`src/rtl/instruction_fetch_unit_pkg.sv`:
```
// Shared constants for the instruction fetch unit: FSM state encoding,
// the NOP bubble word and the sequential PC increment.
package instruction_fetch_unit_pkg;

  localparam logic [0:0]  ST_RUN   = 1'b0;
  localparam logic [0:0]  ST_FAULT = 1'b1;

  localparam logic [31:0] NOP_INSTR = 32'h0000_0000;
  localparam logic [31:0] PC_INCR   = 32'd4;

endpackage

```
`src/rtl/instruction_fetch_unit_if_id_register.sv`:
```
// IF/ID pipeline register: bubble has priority over load, otherwise holds.
// A bubble is a NOP with zero PC+4 and the valid bit cleared.
module if_id_register
  import instruction_fetch_unit_pkg::*;
(
  input  logic        clk_i,
  input  logic        rst_n_i,
  input  logic        load_i,
  input  logic        bubble_i,
  input  logic [31:0] instr_i,
  input  logic [31:0] pc_plus4_i,
  output logic [31:0] instr_o,
  output logic [31:0] pc_plus4_o,
  output logic        valid_o
);

  logic [31:0] instr_q,    instr_d;
  logic [31:0] pc_plus4_q, pc_plus4_d;
  logic        valid_q,    valid_d;

  always_comb begin
    instr_d    = instr_q;
    pc_plus4_d = pc_plus4_q;
    valid_d    = valid_q;
    if (bubble_i) begin
      instr_d    = NOP_INSTR;
      pc_plus4_d = 32'd0;
      valid_d    = 1'b0;
    end else if (load_i) begin
      instr_d    = instr_i;
      pc_plus4_d = pc_plus4_i;
      valid_d    = 1'b1;
    end
  end

  always_ff @(posedge clk_i or negedge rst_n_i) begin
    if (!rst_n_i) begin
      instr_q    <= NOP_INSTR;
      pc_plus4_q <= 32'd0;
      valid_q    <= 1'b0;
    end else begin
      instr_q    <= instr_d;
      pc_plus4_q <= pc_plus4_d;
      valid_q    <= valid_d;
    end
  end

  assign instr_o    = instr_q;
  assign pc_plus4_o = pc_plus4_q;
  assign valid_o    = valid_q;

endmodule

```
`src/rtl/instruction_fetch_unit.sv`:
```
// Instruction fetch stage: PC register, RUN/FAULT FSM and IF/ID register.
// Optional feature macro: FETCH_PERF_COUNTERS_EN adds saturating fetch/stall counters.
module instruction_fetch_unit
  import instruction_fetch_unit_pkg::*;
#(
  parameter logic [31:0] RESET_PC   = 32'h0000_0000,
  parameter int          IMEM_WORDS = 512
) (
  input  logic        Clk,
  input  logic        Reset_n,
  input  logic        Stall,
  input  logic        Flush,
  input  logic        Redirect_Valid,
  input  logic [31:0] Redirect_Target,
  output logic [31:0] IM_Address,
  input  logic [31:0] IM_Instruction,
  output logic [31:0] IFID_Instruction,
  output logic [31:0] IFID_PCPlus4,
  output logic        IFID_Valid,
  output logic        Fetch_Fault
`ifdef FETCH_PERF_COUNTERS_EN
  ,
  output logic [31:0] Perf_FetchCount,
  output logic [31:0] Perf_StallCount
`endif
);

  localparam logic [31:0] PC_RESET_ALIGNED = {RESET_PC[31:2], 2'b00};
  localparam logic [31:0] IMEM_LIMIT       = 32'(IMEM_WORDS);

  logic [0:0]  state_q, state_d;
  logic [31:0] pc_q,    pc_d;
  logic [31:0] pc_plus4;
  logic        pc_out_of_range;
  logic        ifid_load;
  logic        ifid_bubble;

  assign pc_plus4        = pc_q + PC_INCR;
  assign pc_out_of_range = ({2'b00, pc_q[31:2]} >= IMEM_LIMIT);

  // Redirect wins over everything, including FAULT and Stall; the word fetched
  // on that edge is wrong-path, so IF/ID is squashed. Flush only ever adds a bubble.
  always_comb begin
    pc_d        = pc_q;
    state_d     = state_q;
    ifid_load   = 1'b0;
    ifid_bubble = 1'b0;
    if (Redirect_Valid) begin
      pc_d        = {Redirect_Target[31:2], 2'b00};
      state_d     = ST_RUN;
      ifid_bubble = 1'b1;
    end else if (state_q == ST_FAULT) begin
      ifid_bubble = 1'b1;
    end else if (Stall) begin
      ifid_bubble = Flush;
    end else if (pc_out_of_range) begin
      // Range is checked on the advancing edge, so a bad redirect target faults one edge later.
      state_d     = ST_FAULT;
      ifid_bubble = 1'b1;
    end else begin
      pc_d        = pc_plus4;
      ifid_load   = 1'b1;
      ifid_bubble = Flush;
    end
  end

  always_ff @(posedge Clk or negedge Reset_n) begin
    if (!Reset_n) begin
      pc_q    <= PC_RESET_ALIGNED;
      state_q <= ST_RUN;
    end else begin
      pc_q    <= pc_d;
      state_q <= state_d;
    end
  end

  assign IM_Address  = pc_q;
  assign Fetch_Fault = (state_q == ST_FAULT);

  if_id_register u_if_id (
    .clk_i      (Clk),
    .rst_n_i    (Reset_n),
    .load_i     (ifid_load),
    .bubble_i   (ifid_bubble),
    .instr_i    (IM_Instruction),
    .pc_plus4_i (pc_plus4),
    .instr_o    (IFID_Instruction),
    .pc_plus4_o (IFID_PCPlus4),
    .valid_o    (IFID_Valid)
  );

`ifdef FETCH_PERF_COUNTERS_EN
  logic [31:0] fetch_cnt_q, fetch_cnt_d;
  logic [31:0] stall_cnt_q, stall_cnt_d;

  always_comb begin
    fetch_cnt_d = fetch_cnt_q;
    stall_cnt_d = stall_cnt_q;
    if (ifid_load && !ifid_bubble && (fetch_cnt_q != 32'hFFFF_FFFF)) begin
      fetch_cnt_d = fetch_cnt_q + 32'd1;
    end
    if (Stall && (stall_cnt_q != 32'hFFFF_FFFF)) begin
      stall_cnt_d = stall_cnt_q + 32'd1;
    end
  end

  always_ff @(posedge Clk or negedge Reset_n) begin
    if (!Reset_n) begin
      fetch_cnt_q <= 32'd0;
      stall_cnt_q <= 32'd0;
    end else begin
      fetch_cnt_q <= fetch_cnt_d;
      stall_cnt_q <= stall_cnt_d;
    end
  end

  assign Perf_FetchCount = fetch_cnt_q;
  assign Perf_StallCount = stall_cnt_q;
`endif

endmodule

```
`config.mk`:
```
export PLATFORM = sky130hd
export DESIGN_NAME = instruction_fetch_unit
export DESIGN_NICKNAME = d
export VERILOG_FILES = /design/src/rtl/instruction_fetch_unit_pkg.sv /design/src/rtl/instruction_fetch_unit_if_id_register.sv /design/src/rtl/instruction_fetch_unit.sv
export SDC_FILE = /design/constraint.sdc
export NUM_CORES = 1
export LEC_CHECK = 0
export BUFFER_PORTS_ARGS = -buffer_cell sky130_fd_sc_hd__buf_2
export CORE_ASPECT_RATIO = 0.7
export CORE_MARGIN = 2
export CORE_UTILIZATION = 49
export CTS_CLUSTER_DIAMETER = 150
export CTS_CLUSTER_SIZE = 20
export DETAILED_ROUTE_END_ITERATION = 10
export GPL_TIMING_DRIVEN = 1
export PLACE_DENSITY = 0.84
export SYNTH_ARGS = -nofsm -noshare
export SYNTH_HDL_FRONTEND = slang
export SYNTH_SLANG_ARGS = --single-unit
export TNS_END_PERCENT = 50
```
`constraint.sdc`:
```
create_clock -name Clk -period 1.9 [get_ports Clk]
set_input_delay 0.285 -clock Clk [delete_from_list [all_inputs] [get_ports Clk]]
set_output_delay 0.285 -clock Clk [all_outputs]
set_load 0.02 [all_outputs]
```
# After elaboration in Yosys (flattened, before gate mapping)
# Index checks and enable logic that the tools add are counted.
# totals
in_bits,69
output_inout_bits,98
regBits,98
# classes
magnitude_cmp,1
n_eq_ne,3
reduce_logical,2
muxes,22
n_addsub,1
# op_table
cell,n
$mux 32,8
$add 32x3->32 const B,1
$ge 30x10->1 const B,1
$mux 1,14
$ne 2x2->1 const B,2
$reduce_and 3->1,1
$ne 2x1->1 const B,1
$reduce_bool 2->1,1

# Logic depth before layout (Yosys ltp)
# Gate-level depths: netlist of run 1.
# logic_depth
ltp_word,7
depth_mapped,5

# Modules after synthesis
# A second synthesis of run 1 with hierarchy kept.
# unflattened
cells_unflattened,414
area_unflattened_um2,4610.7
# by_module_without_submodules
mod,cells_per_inst,area_per_inst_um2,seq_area_each_um2,instances
if_id_register,209,2637.5,1626.6,1
instruction_fetch_unit,205,1973.1,775.7,1

# Worst setup path before layout of run 1
# No wires, ideal clock.
# synth_timing
path_kind,register to register
startpoint,"reg pc_q[16], in the netlist IM_Address[16]"
endpoint,"reg pc_q[9], in the netlist IM_Address[9]"
setup_time_ns,0.082
path_stages_with_launch,6
arrival_time_ns,1.702
required_time_ns,1.818
setup_slack_ns,0.117
path_buffers,1
period_less_slack_ns,1.783
path_cell_list,dfrtp_1 nor4_4 nand4_1 buf_2 or4_1 a31oi_1
# synth_between
elab_chain_len,3
# synth_rtl
item,line,rtl
start: declaration,instruction_fetch_unit.sv:32,"logic [31:0] pc_q, pc_d;"
start signal: assignment,instruction_fetch_unit.sv:72,pc_q <= pc_d;
$ge 30x10->1,instruction_fetch_unit.sv:39,"assign pc_out_of_range = ({2'b00, pc_q[31:2]} >= IMEM_LIMIT);"
$ne 2x2->1 (no line),-,
$reduce_and 3->1 (no line),-,
# No other way between the ends.
# A chain may end at the register's enable or synchronous reset.

# Worst setup path after layout of run 1
# layout_timing
startpoint,"reg pc_q[21], in the netlist IM_Address[21]"
endpoint,"reg u_if_id.instr_q[0], in the netlist u_if_id.instr_o[0]"
# layout_between
elab_chain_len,6
word_cells_on_any_way,11
# layout_rtl
item,line,rtl
$ge 30x10->1 *,instruction_fetch_unit.sv:39,
$mux 1,instruction_fetch_unit.sv:56,end else if (pc_out_of_range) begin
$mux 1,instruction_fetch_unit.sv:54,end else if (Stall) begin
$mux 1,instruction_fetch_unit.sv:52,end else if (state_q == ST_FAULT) begin
$mux 1,instruction_fetch_unit.sv:48,if (Redirect_Valid) begin
$mux 32 or $reduce_bool 2->1 (tied branches),-,
end signal: assignment,instruction_fetch_unit_if_id_register.sv:42,instr_q <= instr_d;
end: declaration,instruction_fetch_unit_if_id_register.sv:17,"logic [31:0] instr_q, instr_d;"
# Every way passes the cells marked *; elsewhere a longest branch is shown, timed or not.

==> results of run 1 <==
-- final cells by class --
| class | count | area [µm²] |
|---|---|---|
| Inverter | 41 | 153.9 |
| Timing Repair Buffer | 180 | 1017 |
| Sequential cell | 95 | 2381 |
| Clock buffer | 10 | 229.0 |
| Fill cell | 686 | 2796 |
| Clock inverter | 6 | 61.31 |
| Multi-Input combinational cell | 250 | 1687 |
| Tap cell | 120 | 150.1 |
| Antenna cell | 1 | 2.502 |
-- cells in the final DEF, fill, tap and decap left out, types with 3 or more instances in the layout --
cell	instances
or3_1	3
mux2_2	20
nor2_1	10
or4_1	40
a31oi_1	10
buf_4	12
and3_1	22
o31ai_1	8
clkinv_2	3
a21oi_2	5
dfrtp_1	92
dfrtp_2	3
a21oi_1	34
nor4_2	4
inv_1	41
nand3_1	12
buf_2	161
nand2_1	41
nand2b_1	3
and4_1	3
buf_12	5
o21ai_0	3
xnor2_1	6
clkbuf_16	9
-- state kept, by name, indices dropped and copies added, names as in the netlist --
signal / flops
u_if_id.pc_plus4_o: 31
u_if_id.instr_o: 32
IM_Address: 30
u_if_id.valid_o: 1
Fetch_Fault: 1
-- per-stage QoR --
step	utilization, %	total power, mW	setup TNS [ns]	area (µm²)
5_1_grt	66.99	4.691	-0.4313	5679
3_3_place_gp	62.46	2.716	0	5295
3_5_place_dp	62.46	2.736	0	5295
2_1_floorplan	-	2.476	0	4300
4_1_cts	66.09	4.511	0	5603
6_report	67.02	4.475	0	5682
-- per-layer routing --
metal | part of all wire (%) | up-vias
li1 | - | 1783
met1 | 44 | 1759
met2 | 48 | 136
met3 | 7.4 | 9
met4 | 0.96 | 0
met5 | 0 | -
-- logic make-up after synthesis --
logic type	synth area share, %
xor+xnor	1.631
flops	55.33
simple gates	21.23
fa+ha+maj	0.5823
mux	5.242
compound gates	8.678
buf+inv	7.222
other cells	0.08728
-- worst min-delay path, cell delays in order --
cell and delay (ns):
buf_2 0.07, nand2_1 0.04, o21ai_0 0.07
-- final timing paths --
check / startpoint / to / slack (ns) / cells past startpoint
worst max-delay path: IM_Address[21] / u_if_id.instr_o[0] / 0.05 / 5
worst min-delay path: Redirect_Target[11] / IM_Address[11] / 0.17 / 3
worst max register to register: IM_Address[21] / u_if_id.instr_o[0] / 0.05 / 5
worst min register to register: u_if_id.pc_plus4_o[16] / u_if_id.pc_plus4_o[16] / 0.51 / 1
max in group asynchronous: Reset_n / IM_Address[21] / 0.76 / 3
min in group asynchronous: Reset_n / u_if_id.pc_plus4_o[2] / 0.44 / 2
-- power by group through the flow --
stage / Clock, mW / Sequential (mW) / Combinational [mW]
4_1_cts: 1.81 / 2.16 / 0.539
6_report: 1.76 / 2.17 / 0.539
3_5_place_dp: 0 / 2.20 / 0.536
5_1_grt: 1.91 / 2.18 / 0.593
2_1_floorplan: 0 / 2.27 / 0.203
3_3_place_gp: 0 / 2.20 / 0.520
-- what timing repair did --
action,4_1_cts,5_1_grt
setup buffers,1,0
cloned,0,0
pin swaps,1,6
setup endpoints to repair,2,45
endpoints found under the hold margin,33,0
hold buffers,1,0
gates resized for setup,0,18
==> run summary, run 1 <==
met1 Use GR - 31.06%
Root Driver - clkbuf_16
Max Clock Freq - 540.8 MHz
drt initial violations - 352
slew at the pin closest to its max-slew limit - 0.5184 ns
# DRC - 0
Flop pwr share - 48.6%
Crit-path slowest cell - or4_1
hpwl dp - 7739 µm
Clk network pwr share - 39.4%
met2 Use GR - 38.07%
io pins - 167
worst path required time - 2.15 ns
Worst EP arrival - 2.10 ns
critical-path cell list - nor4_2, nand3_1, buf_12, or4_1, a21oi_1
RSZ-0062 raised after global routing - yes
status - finished, final reports clean
Worst setup SP type - flip-flop
clock slew at reported path FFs - 0.06 ns
Buf/Inv on CP - 1
Crit Path Max Fanout - 40
H-tree depth - 3
Worst Hold Class - primary input to flip-flop
post-synth cell types - 34
Int Pwr - 3.320 mW
Max transition margin - 65.12%
post-synth top area cell - dfrtp_1
critical path class - flip-flop to flip-flop
fin. max-slew vios - 0
Most used DFF post-synth - dfrtp_1
Via density - 5.245
most used routing layer in global routing - met2
Setup Viol. Count Final - 0
clk buf depth - 2
number of max-cap violations - 0
PortBufs - 162
count leader, synth - dfrtp_1
Yosys top cell area share - 55.33%
final cell count without fillers - 703
Synth area leaders - dfrtp_1 55%, or4_1 7.3%, mux2_2 5.2%
Initial Utilization - 50.68%
synth cell count leaders - 95 x dfrtp_1, 42 x or4_1, 41 x inv_1, 41 x nand2_1, 39 x a21oi_1
via count - 3687
Sw Pwr - 1.155 mW
drt first pass iters - 5
Gate Count Post-Synth - 421
share of cells above drive strength 1 - 40.72%
P&R area growth vs syn - 32.24%
PD cells - 787.6 mW/mm²
Die Ht - 82.35 µm
post-synthesis sequential area ratio - 55.33%
largest net degree at the start of global routing - 105
CTS tree - built
met3 Use GR - 8.248%
Pleak - 2.886 nW
clock latency on the worst-skew pair - 0.33 ns
synthesized area - 0.004297 mm²
Final Cycle Share - 97.32%
clk_skew - 0.005976 ns
drt total wl - 11100 µm
first-pass GRT wire length - 17310 µm
vias in the first global route - 3410
FFs w/ async S/R, synth - 100.0%
Final Hold Fails - 0
row count - 28
synthesized flop and latch total - 95
CP Capture Type - flip-flop
clock sinks - 95
total grt overflow - 0
final hold slack - 0.1726 ns
Switching Fraction - 25.80%
pre-CTS setup slack - 0.003394 ns
layout net count - 648
post-route ant nets - 0
placed cell count - 684
die area - 0.009545 mm²
Max IR drop VDD - 0.0006019 V
Inserted Clock Buffers - 9
die width - 115.9 µm
Combinational Power Share - 12.0%
core area - 0.008478 mm²
number of synthesized flops with an enable pin - 0
syn avg cell area - 10.21 µm²
crit-path max cell delay - 0.48 ns
final worst setup slack - 0.05084 ns
post-layout minimum cycle time - 1.849 ns
Top delay family on crit path - simple AND/OR/NAND/NOR gates
DR WL/cell - 15.79 µm
Global Route Usage Sum - 23.65%
initial antenna violation count - 0
Syn. warnings - 0
gp weighted congestion - 0.9165
(Power assumes the default switching activity.)
==> run 2: changes to the inputs <==
--- a/config.mk
+++ b/config.mk
@@ -6,9 +6,11 @@
 export NUM_CORES = 1
 export LEC_CHECK = 0
 export BUFFER_PORTS_ARGS = -buffer_cell sky130_fd_sc_hd__buf_2
+export CELL_PAD_IN_SITES_DETAIL_PLACEMENT = 1
+export CELL_PAD_IN_SITES_GLOBAL_PLACEMENT = 2
 export CORE_ASPECT_RATIO = 0.7
 export CORE_MARGIN = 2
-export CORE_UTILIZATION = 49
+export CORE_UTILIZATION = 29
 export CTS_CLUSTER_DIAMETER = 150
 export CTS_CLUSTER_SIZE = 20
 export DETAILED_ROUTE_END_ITERATION = 10
==> run 2 against run 1 <==
  * The run now ends with setup timing left
  * Final cell count grew 12%
  * Sequential share of layout area shrank 1.4 points
  * Utilization shrank 27 points
  * Global-route usage shrank 6.8 points
  * Combinational power grew 3.7%
  * Wire length grew 18%
  * Design area grew 3.5%
  * Non-clock buffer count grew 8
  * Sequential power is essentially flat
  * Sequential cell count is the same
  * Die area grew 66%
  * Largest cell class unchanged
  * Largest power group unchanged
  * Highest routed layer unchanged
==> run summary, run 2 (same netlist as run 1, synthesis figures left out) <==
crit-path max cell delay - 0.48 ns
PortBufs - 162
Global Route Usage Sum - 16.84%
Crit Path Max Fanout - 40
Setup Viol. Count Final - 1
row count - 37
DR WL/cell - 16.75 µm
die width - 149.5 µm
pre-CTS setup slack - 0.01949 ns
CP Capture Type - flip-flop
Initial Utilization - 29.46%
failing checks - setup timing
H-tree depth - 3
setup TNS - -0.009222 ns
drt initial violations - 123
commonest non-fill, non-tap cell in the layout - buf_2
vias in the first global route - 4008
antenna cells - 0
total grt overflow - 0
Max IR drop VDD - 0.0004127 V
PD cells - 799.5 mW/mm²
die area - 0.01582 mm²
Worst Hold Class - primary input to flip-flop
Max Clock Freq - 523.8 MHz
setup slack, reg-to-reg - -0.009 ns
# DRC - 0
Total Power - 4.702 mW
core area - 0.01458 mm²
Final Cycle Share - 100.5%
most frequent cells in the layout - 162 x buf_2, 92 x dfrtp_1, 41 x inv_1, 41 x nand2_1, 37 x or4_1
Via density - 4.847
Worst setup SP type - flip-flop
drt first pass iters - 4
CTS tree - built
hpwl dp - 9445 µm
Worst EP arrival - 2.16 ns
critical path class - flip-flop to flip-flop
RSZ-0062 raised after global routing - yes
fin. max-slew vios - 0
status - finished, violations left
Root Driver - clkbuf_16
final worst setup slack - -0.009222 ns
Top delay family on crit path - simple AND/OR/NAND/NOR gates
critical-path cell list - nor4_2, nand3_2, buf_12, or4_1, a21oi_1
share of cells above drive strength 1 - 43.46%
Buf/Inv on CP - 1
initial antenna violation count - 0
clock latency on the worst-skew pair - 0.34 ns
first-pass GRT wire length - 21130 µm
gp weighted congestion - 0.7611
number of max-cap violations - 0
clock slew at reported path FFs - 0.07 ns
clk buf depth - 2
drt total wl - 13130 µm
clk_skew - 0.006471 ns
post-layout minimum cycle time - 1.909 ns
Crit-path slowest cell - or4_1
largest net degree at the start of global routing - 50
P&R area growth vs syn - 36.87%
Die Ht - 105.8 µm
Inserted Clock Buffers - 9
max reg flops - 32
via count - 3800
layout net count - 656
Pleak - 2.927 nW
io pins - 167
clock sinks - 95
worst path required time - 2.15 ns
post-route ant nets - 0
final hold slack - 0.1458 ns
Final Hold Fails - 0
==> run 2: worst paths after layout <==
check | from | endpoint | cells after the start
min in group asynchronous | Reset_n | u_if_id.instr_o[22] | 2
hold / removal | Redirect_Valid | Fetch_Fault | 2
max in group asynchronous | Reset_n | IM_Address[23] | 3
hold reg to reg | u_if_id.pc_plus4_o[8] | u_if_id.pc_plus4_o[8] | 2
setup / recovery | IM_Address[25] | u_if_id.instr_o[31] | 5
setup reg to reg | IM_Address[25] | u_if_id.instr_o[31] | 5
==> run 2: power breakdown <==
part	leakage, nW	switching (mW)	internal, mW
combinational	1.52	0.335	0.224
sequential	1.25	0.0926	2.09
clock	0.157	0.805	1.16
==> run 2: timing repair <==
action / 4_1_cts / 5_1_grt
setup endpoints to repair: 6 / 45
gates cloned: 0 / 1
hold buffers: 1 / 0
hold endpoints to repair: 27 / 0
pin swaps: 0 / 12
gates resized for setup: 1 / 32
buffers inserted: 0 / 2
==> run 2: area by class of cell <==
type / instances / area (µm²)
multi-input cells: 250 / 1733
clock buffers: 9 / 225.2
inverters: 41 / 153.9
fillers: 1691 / 8702
well taps: 195 / 244.0
flip-flops and latches: 95 / 2381
clock inverters: 6 / 91.34
repair buffers: 188 / 1052
==> run 2: routing by layer <==
| layer | global-route usage (%) | share of wire [%] | vias up |
|---|---|---|---|
| met5 | 0 | 0 | - |
| met3 | 4.286 | 6.1 | 4 |
| met4 | 3.197 | 0.36 | 0 |
| li1 | - | - | 1790 |
| met2 | 27.52 | 47 | 112 |
| met1 | 22.73 | 47 | 1894 |
==> run 2: metrics by stage <==
| stage | util, % | instance area [µm²] | cells |
|---|---|---|---|
| 2_1_floorplan | - | 4300 | 422 |
| 3_3_place_gp | 37.01 | 5396 | 765 |
| 3_5_place_dp | 37.01 | 5396 | 765 |
| 4_1_cts | 39.29 | 5729 | 781 |
| 5_1_grt | 40.33 | 5881 | 784 |
| 6_report | 40.33 | 5881 | 784 |
==> run 3: changes to the inputs <==
==> constraint.sdc (replaced) <==
create_clock -name Clk -period 1.9 [get_ports Clk]
set_input_delay 0.285 -clock Clk [delete_from_list [all_inputs] [get_ports Clk]]
set_output_delay 0.285 -clock Clk [all_outputs]
set_load 0.05 [all_outputs]
==> run 3 against run 2 <==
  * The flow now finishes without violations
  * Die area did not move
  * Utilization down 0.15 points
  * Fmax grew 1.5%
  * Total power shrank 1.0%
  * Largest power group unchanged
==> run summary, run 3 (same netlist as run 1, synthesis figures left out) <==
status - finished, final reports clean
Placed Area - 0.005371 mm²
drt total wl - 12940 µm
clk buf depth - 2
via count - 3813
clock slew at reported path FFs - 0.07 ns
Worst R2R Path Depth - 5
Final Cycle Share - 99.04%
antenna cells - 0
die width - 149.5 µm
post-route ant nets - 0
critical-path cell list - nor4_4, nand4_1, buf_6, or4_4, a31oi_4
total grt overflow - 0
Final Hold Fails - 0
PD cells - 794.3 mW/mm²
FF-to-FF Start - IM_Address[15]
setup slack, reg-to-reg - 0.02 ns
Fillers - 1714
critical path class - flip-flop to flip-flop
largest net degree at the start of global routing - 58
P&R area growth vs syn - 36.34%
hold path start - Redirect_Target[11]
final cell count without fillers - 787
commonest non-fill, non-tap cell in the layout - buf_2
Setup Viol. Count Final - 0
CTS tree - built
Buf/Inv on CP - 1
Hold EP - IM_Address[11]
Max Clock Freq - 531.4 MHz
die area - 0.01582 mm²
Worst setup SP type - flip-flop
io pins - 167
CP Capture Type - flip-flop
most frequent cells in the layout - 161 x buf_2, 84 x dfrtp_1, 41 x inv_1, 41 x nand2_1, 41 x or4_1
first-pass GRT wire length - 20400 µm
final core utilization - 40.17%
Inserted Clock Buffers - 9
Crit Path Max Fanout - 11
drt first pass iters - 5
# DRC - 0
DR WL/cell - 16.44 µm
vias in the first global route - 3874
design area - 0.005858 mm²
Max IR drop VDD - 0.0004531 V
Die Ht - 105.8 µm
hpwl dp - 9188 µm
Via density - 4.845
max reg flops - 32
post-layout minimum cycle time - 1.882 ns
hold path cells - 3
Initial Utilization - 29.46%
Root Driver - clkbuf_16
number of max-cap violations - 0
clock sinks - 95
clock latency on the worst-skew pair - 0.35 ns
Crit-path slowest cell - or4_4
PortBufs - 162
pre-CTS setup slack - -0.02624 ns
r2r endpoint - IM_Address[6]
row count - 37
Global Route Usage Sum - 16.42%
Pleak - 2.908 nW
layout net count - 658
final worst setup slack - 0.01816 ns
Total Power - 4.653 mW
H-tree depth - 3
Worst Hold Class - primary input to flip-flop
placed cell count - 760
clk_skew - 0.007707 ns
gp weighted congestion - 0.7469
initial antenna violation count - 1
worst path required time - 2.17 ns
drt initial violations - 96
Worst EP arrival - 2.15 ns
crit-path max cell delay - 0.52 ns
core area - 0.01458 mm²
share of cells above drive strength 1 - 43.07%
Top delay family on crit path - simple AND/OR/NAND/NOR gates
fin. max-slew vios - 0
RSZ-0062 raised after global routing - yes
[run 3: changes by cell type in the layout (fill, tap and decap cells not counted), sizes merged]
cell	change
clkinvlp	+3
buf	+2
bufinv	-2
[run 3: area by class of cell]
type	instances	area, µm²	area share, %
Sequential cell	95	2391	40.82
Multi-Input combinational cell	250	1710	29.20
Timing Repair Buffer	190	1077	18.39
Tap cell	195	244.0	4.165
Clock buffer	9	225.2	3.845
Inverter	41	153.9	2.627
Clock inverter	7	56.30	0.9611
[run 3: metal layers]
metal	up-vias	wire (µm)	global-route usage (%)
li1	1791	-	-
met1	1897	6025	22.03
met2	108	5929	25.46
met3	15	844	5.671
met4	2	127	3.946
met5	-	13	0
[run 3: worst min-delay path: cells and delay by family]
family / cells / cell delay [ns]
buffers and inverters: 1 / 0.07
AND/OR/NAND/NOR: 1 / 0.04
AO/OA/AOI/OAI: 1 / 0.05
[run 3: through the flow]
step / hold WS, ns / setup TNS, ns
detailed placement: 0.2417 / -0.05280
finish: 0.1436 / 0
CTS: 0.1290 / 0
floorplan: -0.01059 / 0
global placement: 0.2352 / 0
global route: 0.1509 / -1.240
[run 3: repair_timing]
| item | 4_1_cts | 5_1_grt |
|---|---|---|
| pin swaps | 1 | 16 |
| hold buffers | 1 | 0 |
| setup endpoints to repair | 12 | 46 |
| endpoints found under the hold margin | 27 | 0 |
| setup buffers | 0 | 10 |
| gates resized for setup | 2 | 22 |
[run 3: where the power goes]
| group | internal (mW) | total, mW | switching (mW) |
|---|---|---|---|
| Combinational | 0.229 | 0.716 | 0.488 |
| Sequential | 2.09 | 2.18 | 0.0959 |
| Clock | 0.904 | 1.75 | 0.848 |
[run 3: worst max-delay path by stage]
stage                        start                    end  slack [ns]  cells past startpoint
floorplan           IM_Address[22]  u_if_id.pc_plus4_o[4]       0.001                      5
global placement    IM_Address[11]  u_if_id.pc_plus4_o[6]        0.04                      5
detailed placement  IM_Address[11]    u_if_id.instr_o[16]       -0.03                      5
CTS                 IM_Address[11]     u_if_id.instr_o[5]       0.004                      5
global route         IM_Address[6]          IM_Address[9]       -0.07                      4
finish              IM_Address[15]          IM_Address[6]        0.02                      5
